[config.mk]
export PLATFORM = sky130hd
export DESIGN_NAME = neuron_param_loader
export DESIGN_NICKNAME = d
export VERILOG_FILES = /design/src/rtl/neuron_param_loader.sv
export SDC_FILE = /design/constraint.sdc
export NUM_CORES = 1
export LEC_CHECK = 0
export CELL_PAD_IN_SITES_DETAIL_PLACEMENT = 1
export CELL_PAD_IN_SITES_GLOBAL_PLACEMENT = 1
export CORE_MARGIN = 8
export CORE_UTILIZATION = 28
export CTS_CLUSTER_DIAMETER = 120
export CTS_CLUSTER_SIZE = 16
export DETAILED_ROUTE_END_ITERATION = 7
export GPL_TIMING_DRIVEN = 1
export PLACE_DENSITY_LB_ADDON = 0.1
export SLEW_MARGIN = 20
export SYNTH_ARGS = -nofsm -noshare
export SYNTH_HDL_FRONTEND = slang
export SYNTH_SLANG_ARGS = --single-unit
[constraint.sdc]
create_clock -name wb_clk_i -period 9.25 [get_ports wb_clk_i]
set_input_delay 1.85 -clock wb_clk_i [delete_from_list [all_inputs] [get_ports wb_clk_i]]
set_output_delay 1.85 -clock wb_clk_i [all_outputs]
set_load 0.005 [all_outputs]
[src/rtl/neuron_param_loader.sv]
// Streams three parameter words per neuron into a Wishbone-mapped parameter
// memory, optionally reading each word back to verify it.
module neuron_param_loader #(
  parameter logic [31:0] BASE_ADDR      = 32'h4000_0000,
  parameter logic [31:0] NEURON_STRIDE  = 32'h0000_0010,
  parameter int unsigned TIMEOUT_CYCLES = 255
) (
  input  logic        wb_clk_i,
  input  logic        wb_rst_i,
  input  logic        start_i,
  input  logic        abort_i,
  input  logic        verify_i,
  input  logic [7:0]  neuron_count_i,
  input  logic [31:0] param_dat_i,
  input  logic        param_valid_i,
  output logic        param_ready_o,
  output logic        wbm_cyc_o,
  output logic        wbm_stb_o,
  output logic        wbm_we_o,
  output logic [3:0]  wbm_sel_o,
  output logic [31:0] wbm_adr_o,
  output logic [31:0] wbm_dat_o,
  input  logic        wbm_ack_i,
  input  logic [31:0] wbm_dat_i,
  output logic        busy_o,
  output logic        done_o,
  output logic        error_o,
  output logic [1:0]  err_code_o,
  output logic [7:0]  neuron_idx_o
);

  typedef enum logic [2:0] {
    S_IDLE, S_FETCH, S_WRITE, S_GAP_W, S_READ, S_GAP_R, S_FINISH, S_ERROR
  } state_t;

  state_t      state_q, state_d;
  logic [7:0]  cnt_q, cnt_d;
  logic        verify_q, verify_d;
  logic [1:0]  word_q, word_d;
  logic [7:0]  idx_q, idx_d;
  logic [31:0] dat_q, dat_d;
  logic [31:0] rdat_q, rdat_d;
  logic [31:0] tmo_q, tmo_d;
  logic        err_q, err_d;
  logic [1:0]  code_q, code_d;

  logic [31:0] addr;
  logic [31:0] cmp_mask;
  logic        mismatch;
  logic        tmo_last;
  logic        last_word;
  logic        last_neuron;
  logic        in_xfer;

  assign addr        = BASE_ADDR + 32'(idx_q) * NEURON_STRIDE + 32'(word_q) * 32'd4;
  // Word 0 bits [7:0] hold the live membrane potential, which may change underneath us.
  assign cmp_mask    = (word_q == 2'd0) ? 32'hFFFF_FF00 : '1;
  assign mismatch    = |((rdat_q ^ dat_q) & cmp_mask);
  assign tmo_last    = (tmo_q == 32'(TIMEOUT_CYCLES - 1));
  assign last_word   = (word_q == 2'd2);
  assign last_neuron = ({1'b0, idx_q} + 9'd1) == {1'b0, cnt_q};

  always_ff @(posedge wb_clk_i or posedge wb_rst_i) begin
    if (wb_rst_i) begin
      state_q  <= S_IDLE;
      cnt_q    <= '0;
      verify_q <= 1'b0;
      word_q   <= '0;
      idx_q    <= '0;
      dat_q    <= '0;
      rdat_q   <= '0;
      tmo_q    <= '0;
      err_q    <= 1'b0;
      code_q   <= '0;
    end else begin
      state_q  <= state_d;
      cnt_q    <= cnt_d;
      verify_q <= verify_d;
      word_q   <= word_d;
      idx_q    <= idx_d;
      dat_q    <= dat_d;
      rdat_q   <= rdat_d;
      tmo_q    <= tmo_d;
      err_q    <= err_d;
      code_q   <= code_d;
    end
  end

  always_comb begin
    state_d  = state_q;
    cnt_d    = cnt_q;
    verify_d = verify_q;
    word_d   = word_q;
    idx_d    = idx_q;
    dat_d    = dat_q;
    rdat_d   = rdat_q;
    tmo_d    = tmo_q;
    err_d    = err_q;
    code_d   = code_q;

    if (abort_i) begin
      state_d = S_IDLE;
    end else begin
      case (state_q)
        S_IDLE: begin
          if (start_i) begin
            cnt_d    = neuron_count_i;
            verify_d = verify_i;
            err_d    = 1'b0;
            code_d   = '0;
            word_d   = '0;
            idx_d    = '0;
            state_d  = (neuron_count_i == 8'd0) ? S_FINISH : S_FETCH;
          end
        end
        S_FETCH: begin
          if (param_valid_i) begin
            dat_d   = param_dat_i;
            tmo_d   = '0;
            state_d = S_WRITE;
          end
        end
        S_WRITE, S_READ: begin
          if (wbm_ack_i) begin
            if (state_q == S_READ) rdat_d = wbm_dat_i;
            state_d = (state_q == S_READ) ? S_GAP_R : S_GAP_W;
          end else if (tmo_last) begin
            err_d   = 1'b1;
            code_d  = 2'b01;
            state_d = S_ERROR;
          end else begin
            tmo_d = tmo_q + 32'd1;
          end
        end
        S_GAP_W, S_GAP_R: begin
          if (state_q == S_GAP_W && verify_q) begin
            tmo_d   = '0;
            state_d = S_READ;
          end else if (state_q == S_GAP_R && mismatch) begin
            err_d   = 1'b1;
            code_d  = 2'b10;
            state_d = S_ERROR;
          end else if (last_word) begin
            word_d  = '0;
            idx_d   = idx_q + 8'd1;
            state_d = last_neuron ? S_FINISH : S_FETCH;
          end else begin
            word_d  = word_q + 2'd1;
            state_d = S_FETCH;
          end
        end
        S_FINISH: state_d = S_IDLE;
        S_ERROR:  state_d = S_IDLE;
        default:  state_d = S_IDLE;
      endcase
    end
  end

  assign in_xfer       = (state_q == S_WRITE) || (state_q == S_READ);
  assign wbm_cyc_o     = in_xfer;
  assign wbm_stb_o     = in_xfer;
  assign wbm_we_o      = (state_q == S_WRITE);
  assign wbm_sel_o     = in_xfer ? 4'hF : 4'h0;
  assign wbm_adr_o     = in_xfer ? addr : '0;
  assign wbm_dat_o     = dat_q;
  assign param_ready_o = (state_q == S_FETCH);
  assign busy_o        = (state_q == S_FETCH) || in_xfer ||
                         (state_q == S_GAP_W) || (state_q == S_GAP_R);
  assign done_o        = (state_q == S_FINISH);
  assign error_o       = err_q;
  assign err_code_o    = code_q;
  assign neuron_idx_o  = idx_q;

endmodule

==> out/metrics.yaml, run 1 <==
status:
  status: "completed"
synthesis:
  ys_warn_count: 0
  synth_edf_count: 0
  synth-simple-area-share: 0.172
  synth_cells: 619
  synthAdderAreaFrac: 0.00714
  ys_types: 63
  synth_compound_area_frac: 0.0745
  synth_top_family_by_area: "simple AND/OR/NAND/NOR gates"
  synthFlopType: "dfrtp_1"
  syn_area_um2: 6660
  synth.ff_latch_count: 121
  synth_xor_area_frac: 0.0867
  synth.yosys.seq_area_share: 0.455
  syn_avg_cell_area_um2: 10.8
  async_flop_share: 1.00
  synth.area.mux_share: 0.135
cts:
  cts.hold.buffers_added: 0
  cts_buffer_depth: 2
  cts_resized: 0
  cts_root_buf: "clkbuf_16"
  cts_tree: "built"
  path_clk_slew_ns: 0.06
  clk_latency_ns: 0.42
  cts.sinks: 121
  cts_buffers: 17
  cts_setup_buffers: 0
  h-tree-depth: 4
finish:
  fin_area_um2: 8800
  diodes: 0
  fill_cells: 2612
  layout-drive-gt1-share: 0.175
  syn_to_final_growth_pct: 32.2
  fin_nets: 825
floorplanning:
  start_util: 0.284
  core_um2: 23400
  fp.dieH_um: 170
  io_pins: 164
  die_w_um: 170
  die_area_um2: 29000
  rows: 56
setup_path:
  worst_r2r_path_depth: 7
  r2r_slack_ns: 6.02
  worstPathRequired_ns: 7.40
  path_depth: 4
  critPathLaunch: "state_q[2]"
  rr_startpoint: "state_q[2]"
  path_delay_family: "buffers and inverters"
  reg2reg_to: "tmo_q[23]"
  cp.arrival_ns: 2.93
  startpoint_type: "register"
  cp_slowest_cell: "dfrtp_1"
  crit_chain: "xor2_2 -> nand2_2 -> inv_1 -> clkdlybuf4s50_1"
  path_max_fanout: 18
  worst-setup-path-type: "reg2out"
  critPathMaxStageDelay_ns: 0.80
  endpoint: "wbm_sel_o[0]"
  cp.buffers_inverters: 2
  endpoint_kind: "output port"
global_route:
  grtUsageTotal: 0.140
  overflow: 0
  grt_max_degree: 70
  antenna_found_initial: 4
  grt_pass1_vias: 5560
  grt_first_pass_wirelength_mm: 31.8
timing:
  timing.fmax_mhz: 209
  tightestPinTransition_ns: 1.00
  relSlewSlack: 0.323
  finalCriticalPeriod_ns: 4.78
  hold_viol: 0
  slew_viol_final: 0
  setup_slack_ns: 4.47
  fin_crit_sh: 0.516
  finalClockSkew_ns: 0.0116
  rsz0062_at_grt: "no"
  hold_slack_ns: 0.527
  fin_tns_setup_ns: 0
  setup_viol: 0
route:
  drt-met1-wl_mm: 8.87
  route.met2.wl_mm: 8.48
  route.detailed.drc: 0
  drt-total-wl_mm: 19.5
  drt_iter0_markers: 176
  detail_route.wl_per_cell_um: 18.2
  dr.max_layer_used: "met5"
  routed_via_density: 4.70
  postRouteAntennaNets: 0
  num_vias: 5050
  dr_wl_met3_mm: 1.86
  first_pass_iters: 4
placed_design:
  placed_cell_area_um2: 8180
  preCtsSetupSlack_ns: 4.80
  place.gp.congestion: 0.742
  dp.final_hpwl_mm: 14.6
  port_buffers: 142
pwr:
  p_leak_nw: 3.53
  irDropWorstVdd_uv: 112
  power_mw: 2.39
  powerDensity_nw_per_um2: 271
worst_hold_path:
  min_path_type: "reg2reg"
  holdPathStages: 1
job:
  cap_viol_max_count: 0
==> registers in the layout, indices dropped and copies added, names as in the netlist <==
| name | cells |
|---|---|
| cnt_q | 8 |
| err_code_o | 2 |
| error_o | 1 |
| neuron_idx_o | 8 |
| rdat_q | 32 |
| state_q | 3 |
| tmo_q | 32 |
| verify_q | 1 |
| wbm_dat_o | 32 |
| word_q | 2 |
==> per-layer routing <==
layer / vias to the layer above / track usage
met4: 8 / 0.0511
met5: - / 0
li1: 2414 / -
met3: 22 / 0.0575
met2: 142 / 0.208
met1: 2464 / 0.180
==> stage by stage <==
step,utilization,cells
after floorplan,-,639
after global placement,0.349,1042
after detailed placement,0.349,1042
after CTS,0.375,1074
after global routing,0.376,1075
final,0.376,1075
==> cell type report <==
class	count	area (um2)	share of cell area
multi-input cells	441	3240	0.369
flip-flops and latches	121	3030	0.344
repair buffers	147	1470	0.167
clock buffers	17	425	0.0484
well taps	319	399	0.0454
clock inverters	15	178	0.0202
inverters	15	58.8	0.00669
==> how the worst min path moves through the flow <==
| stage | slack, ns | start | end |
|---|---|---|---|
| after global routing | 0.54 | rdat_q[14] | rdat_q[14] |
| after detailed placement | 0.52 | rdat_q[19] | rdat_q[19] |
| after CTS | 0.53 | rdat_q[19] | rdat_q[19] |
| after floorplan | 0.50 | err_code_o[1] | err_code_o[1] |
| after global placement | 0.51 | rdat_q[19] | rdat_q[19] |
| final | 0.53 | rdat_q[19] | rdat_q[19] |
==> cell families after synthesis <==
family	count (synthesis)
multiplexers	80
AND/OR/NAND/NOR	206
XOR/XNOR	65
AO/OA/AOI/OAI	65
flip-flops	121
other	1
adder cells (fa/ha/maj)	4
buffers and inverters	77
==> power breakdown <==
group / internal (mW) / leakage, nW / switching [mW]
clock: 0.407 / 0.294 / 0.276
sequential: 0.703 / 1.56 / 0.184
combinational: 0.483 / 1.67 / 0.332
total: 1.59 / 3.53 / 0.792
==> cell usage in the layout (no fill, tap or decap), drive strengths merged, types with 4 or more instances in the layout <==
cell	synthesis	final
a21oi	7	7
a31oi	8	8
and2	4	4
and3	12	12
buf	54	4
clkbuf	8	18
clkdlybuf4s50	0	142
conb	1	21
dfrtp	121	121
inv	15	24
mux2	76	76
mux2i	4	4
nand2	26	26
nand2b	7	7
nand3	21	21
nand4	19	19
nor2	51	51
nor2b	4	4
nor3	23	23
nor3b	4	4
nor4	15	15
nor4b	5	5
o21ai	9	9
o22ai	4	4
o31ai	12	12
o41ai	5	5
or2	4	4
xnor2	60	60
xor2	5	5
==> synthesized netlist by cell type (all sizes together), types with 3 or more instances <==
cell | n | area [um2]
a21oi | 7 | 35.0
a31o | 3 | 26.3
a31oi | 8 | 65.1
and2 | 4 | 25.0
and3 | 12 | 75.1
and4 | 3 | 26.3
buf | 54 | 379
clkbuf | 8 | 30.0
dfrtp | 121 | 3030
ha | 3 | 37.5
inv | 15 | 56.3
mux2 | 76 | 856
mux2i | 4 | 40.0
nand2 | 26 | 100
nand2b | 7 | 51.3
nand3 | 21 | 105
nand3b | 3 | 22.5
nand4 | 19 | 134
nor2 | 51 | 194
nor2b | 4 | 25.0
nor3 | 23 | 125
nor3b | 4 | 30.0
nor4 | 15 | 124
nor4b | 5 | 43.8
o21ai | 9 | 45.0
o22ai | 4 | 25.0
o31ai | 12 | 90.1
o41ai | 5 | 43.8
or2 | 4 | 25.0
xnor2 | 60 | 526
xor2 | 5 | 51.3
Power figures use the tool's default switching activity.
==> inputs of run 2 (changes only) <==
- clock period: 9.25 -> 5 ns (I/O delays scaled with it)
==> run 2 against run 1 <==
  * First-iteration DRC count up 1.7%
  * Largest cell class unchanged
  * Register-to-register slack worse by 4.1 ns
  * Clock power up 84%
  * Clock-buffer cell count unchanged
==> out/metrics.yaml, run 2 (synthesized netlist as in run 1, its figures left out) <==
floorplanning:
  die_w_um: 170
  fp.dieH_um: 170
  io_pins: 164
  die_area_um2: 29000
  core_um2: 23400
  rows: 56
  start_util: 0.284
cts:
  cts_buffer_depth: 2
  cts.hold.buffers_added: 0
  path_clk_slew_ns: 0.06
  cts.sinks: 121
  h-tree-depth: 4
  clk_latency_ns: 0.42
  cts_buffers: 17
  cts_tree: "built"
  cts_resized: 0
  cts_setup_buffers: 0
  cts_root_buf: "clkbuf_16"
setup_path:
  path_max_fanout: 18
  cp.buffers_inverters: 2
  crit_chain: "xor2_2 -> nand2_2 -> inv_1 -> clkdlybuf4s50_1"
  startpoint_type: "register"
  cp_slowest_cell: "dfrtp_1"
  worst-setup-path-type: "reg2out"
  cp.arrival_ns: 2.95
  endpoint_kind: "output port"
  r2r_slack_ns: 1.96
  path_delay_family: "flip-flops"
  worstPathRequired_ns: 4.00
  critPathMaxStageDelay_ns: 0.81
route:
  drt_iter0_markers: 179
  detail_route.wl_per_cell_um: 18.1
  route.detailed.drc: 0
  num_vias: 5123
  postRouteAntennaNets: 0
  first_pass_iters: 4
  drt-total-wl_mm: 19.5
  routed_via_density: 4.76
worst_hold_path:
  min_path_type: "reg2reg"
placed_design:
  dp.final_hpwl_mm: 14.6
  place.gp.congestion: 0.740
  port_buffers: 142
  placedCellCount: 1044
pwr:
  sw_frac_of_total: 0.331
  intPower_mw: 2.95
  p_sw_mw: 1.46
  powerDensity_nw_per_um2: 501
  p_leak_nw: 3.53
  power_frac_seq: 0.372
  irDropWorstVdd_uv: 215
  p_comb_frac: 0.342
  power_mw: 4.40
  clockPowerShare: 0.286
finish:
  stdcell_count: 1076
  diodes: 0
  final_cell_mix: "clkdlybuf4s50_1 (142), dfrtp_1 (121), mux2_2 (76)"
  mostFrequentLayoutCell: "clkdlybuf4s50_1"
  layout-drive-gt1-share: 0.176
  syn_to_final_growth_pct: 32.1
  fin_nets: 826
global_route:
  overflow: 0
  grt_first_pass_wirelength_mm: 31.4
  grt_pass1_vias: 5569
  grt_max_degree: 67
  antenna_found_initial: 4
  grtUsageTotal: 0.138
job:
  cap_viol_max_count: 0
timing:
  fin_crit_sh: 0.791
  slew_viol_final: 0
  hold_slack_ns: 0.528
  setup_viol: 0
  fin_tns_setup_ns: 0
  hold_viol: 0
  timing.fmax_mhz: 253
  relSlewSlack: 0.350
  tightestPinTransition_ns: 0.962
  finalClockSkew_ns: 0.0121
  finalCriticalPeriod_ns: 3.95
  rsz0062_at_grt: "no"
status:
  status: "completed"
## run 2: cell count changes in the layout (fill, tap and decap cells not counted), sizes merged
| cell | delta |
|---|---|
| clkbuf | -1 |
| buf | +2 |
| clkinv | +1 |
| inv | -1 |
## run 2: metal layers
| metal | track usage | share of wire | routed length, um | vias up |
|---|---|---|---|---|
| li1 | - | - | - | 2418 |
| met1 | 0.177 | 0.46 | 9030 | 2533 |
| met2 | 0.208 | 0.43 | 8380 | 141 |
| met3 | 0.0572 | 0.091 | 1780 | 23 |
| met4 | 0.0450 | 0.013 | 256 | 8 |
| met5 | 0 | 0.0029 | 56 | - |
## run 2: through the flow
step | setup slack, ns | area, um2 | util
after floorplan | 0.786 | 6730 | -
after global placement | 1.49 | 8190 | 0.350
after detailed placement | 1.40 | 8190 | 0.350
after CTS | 0.989 | 8790 | 0.376
after global routing | 0.802 | 8790 | 0.376
final | 1.05 | 8790 | 0.376
## run 2: power by group through the flow
stage / Clock, mW / Sequential [mW] / Combinational [mW]
after global placement: 0 / 1.65 / 1.51
after CTS: 1.29 / 1.65 / 1.54
after detailed placement: 0 / 1.66 / 1.53
after floorplan: 0 / 1.55 / 0.977
final: 1.26 / 1.64 / 1.51
after global routing: 1.34 / 1.70 / 1.65
## run 2: area by class of cell
cell class / count / area [um2]
Clock inverter: 15 / 175
Inverter: 15 / 58.8
Fill cell: 2618 / 14600
Multi-Input combinational cell: 441 / 3240
Sequential cell: 121 / 3030
Timing Repair Buffer: 148 / 1470
Tap cell: 319 / 399
Clock buffer: 17 / 425
## run 2: path summary, 6_finish.rpt
path / startpoint / endpoint / cells past startpoint
worst max-delay path: state_q[2] / wbm_sel_o[1] / 4
worst min-delay path: rdat_q[21] / rdat_q[21] / 1
worst max register to register: state_q[2] / tmo_q[27] / 7
worst min register to register: rdat_q[21] / rdat_q[21] / 1
max in group asynchronous: wb_rst_i / rdat_q[11] / 3
min in group asynchronous: wb_rst_i / rdat_q[26] / 2
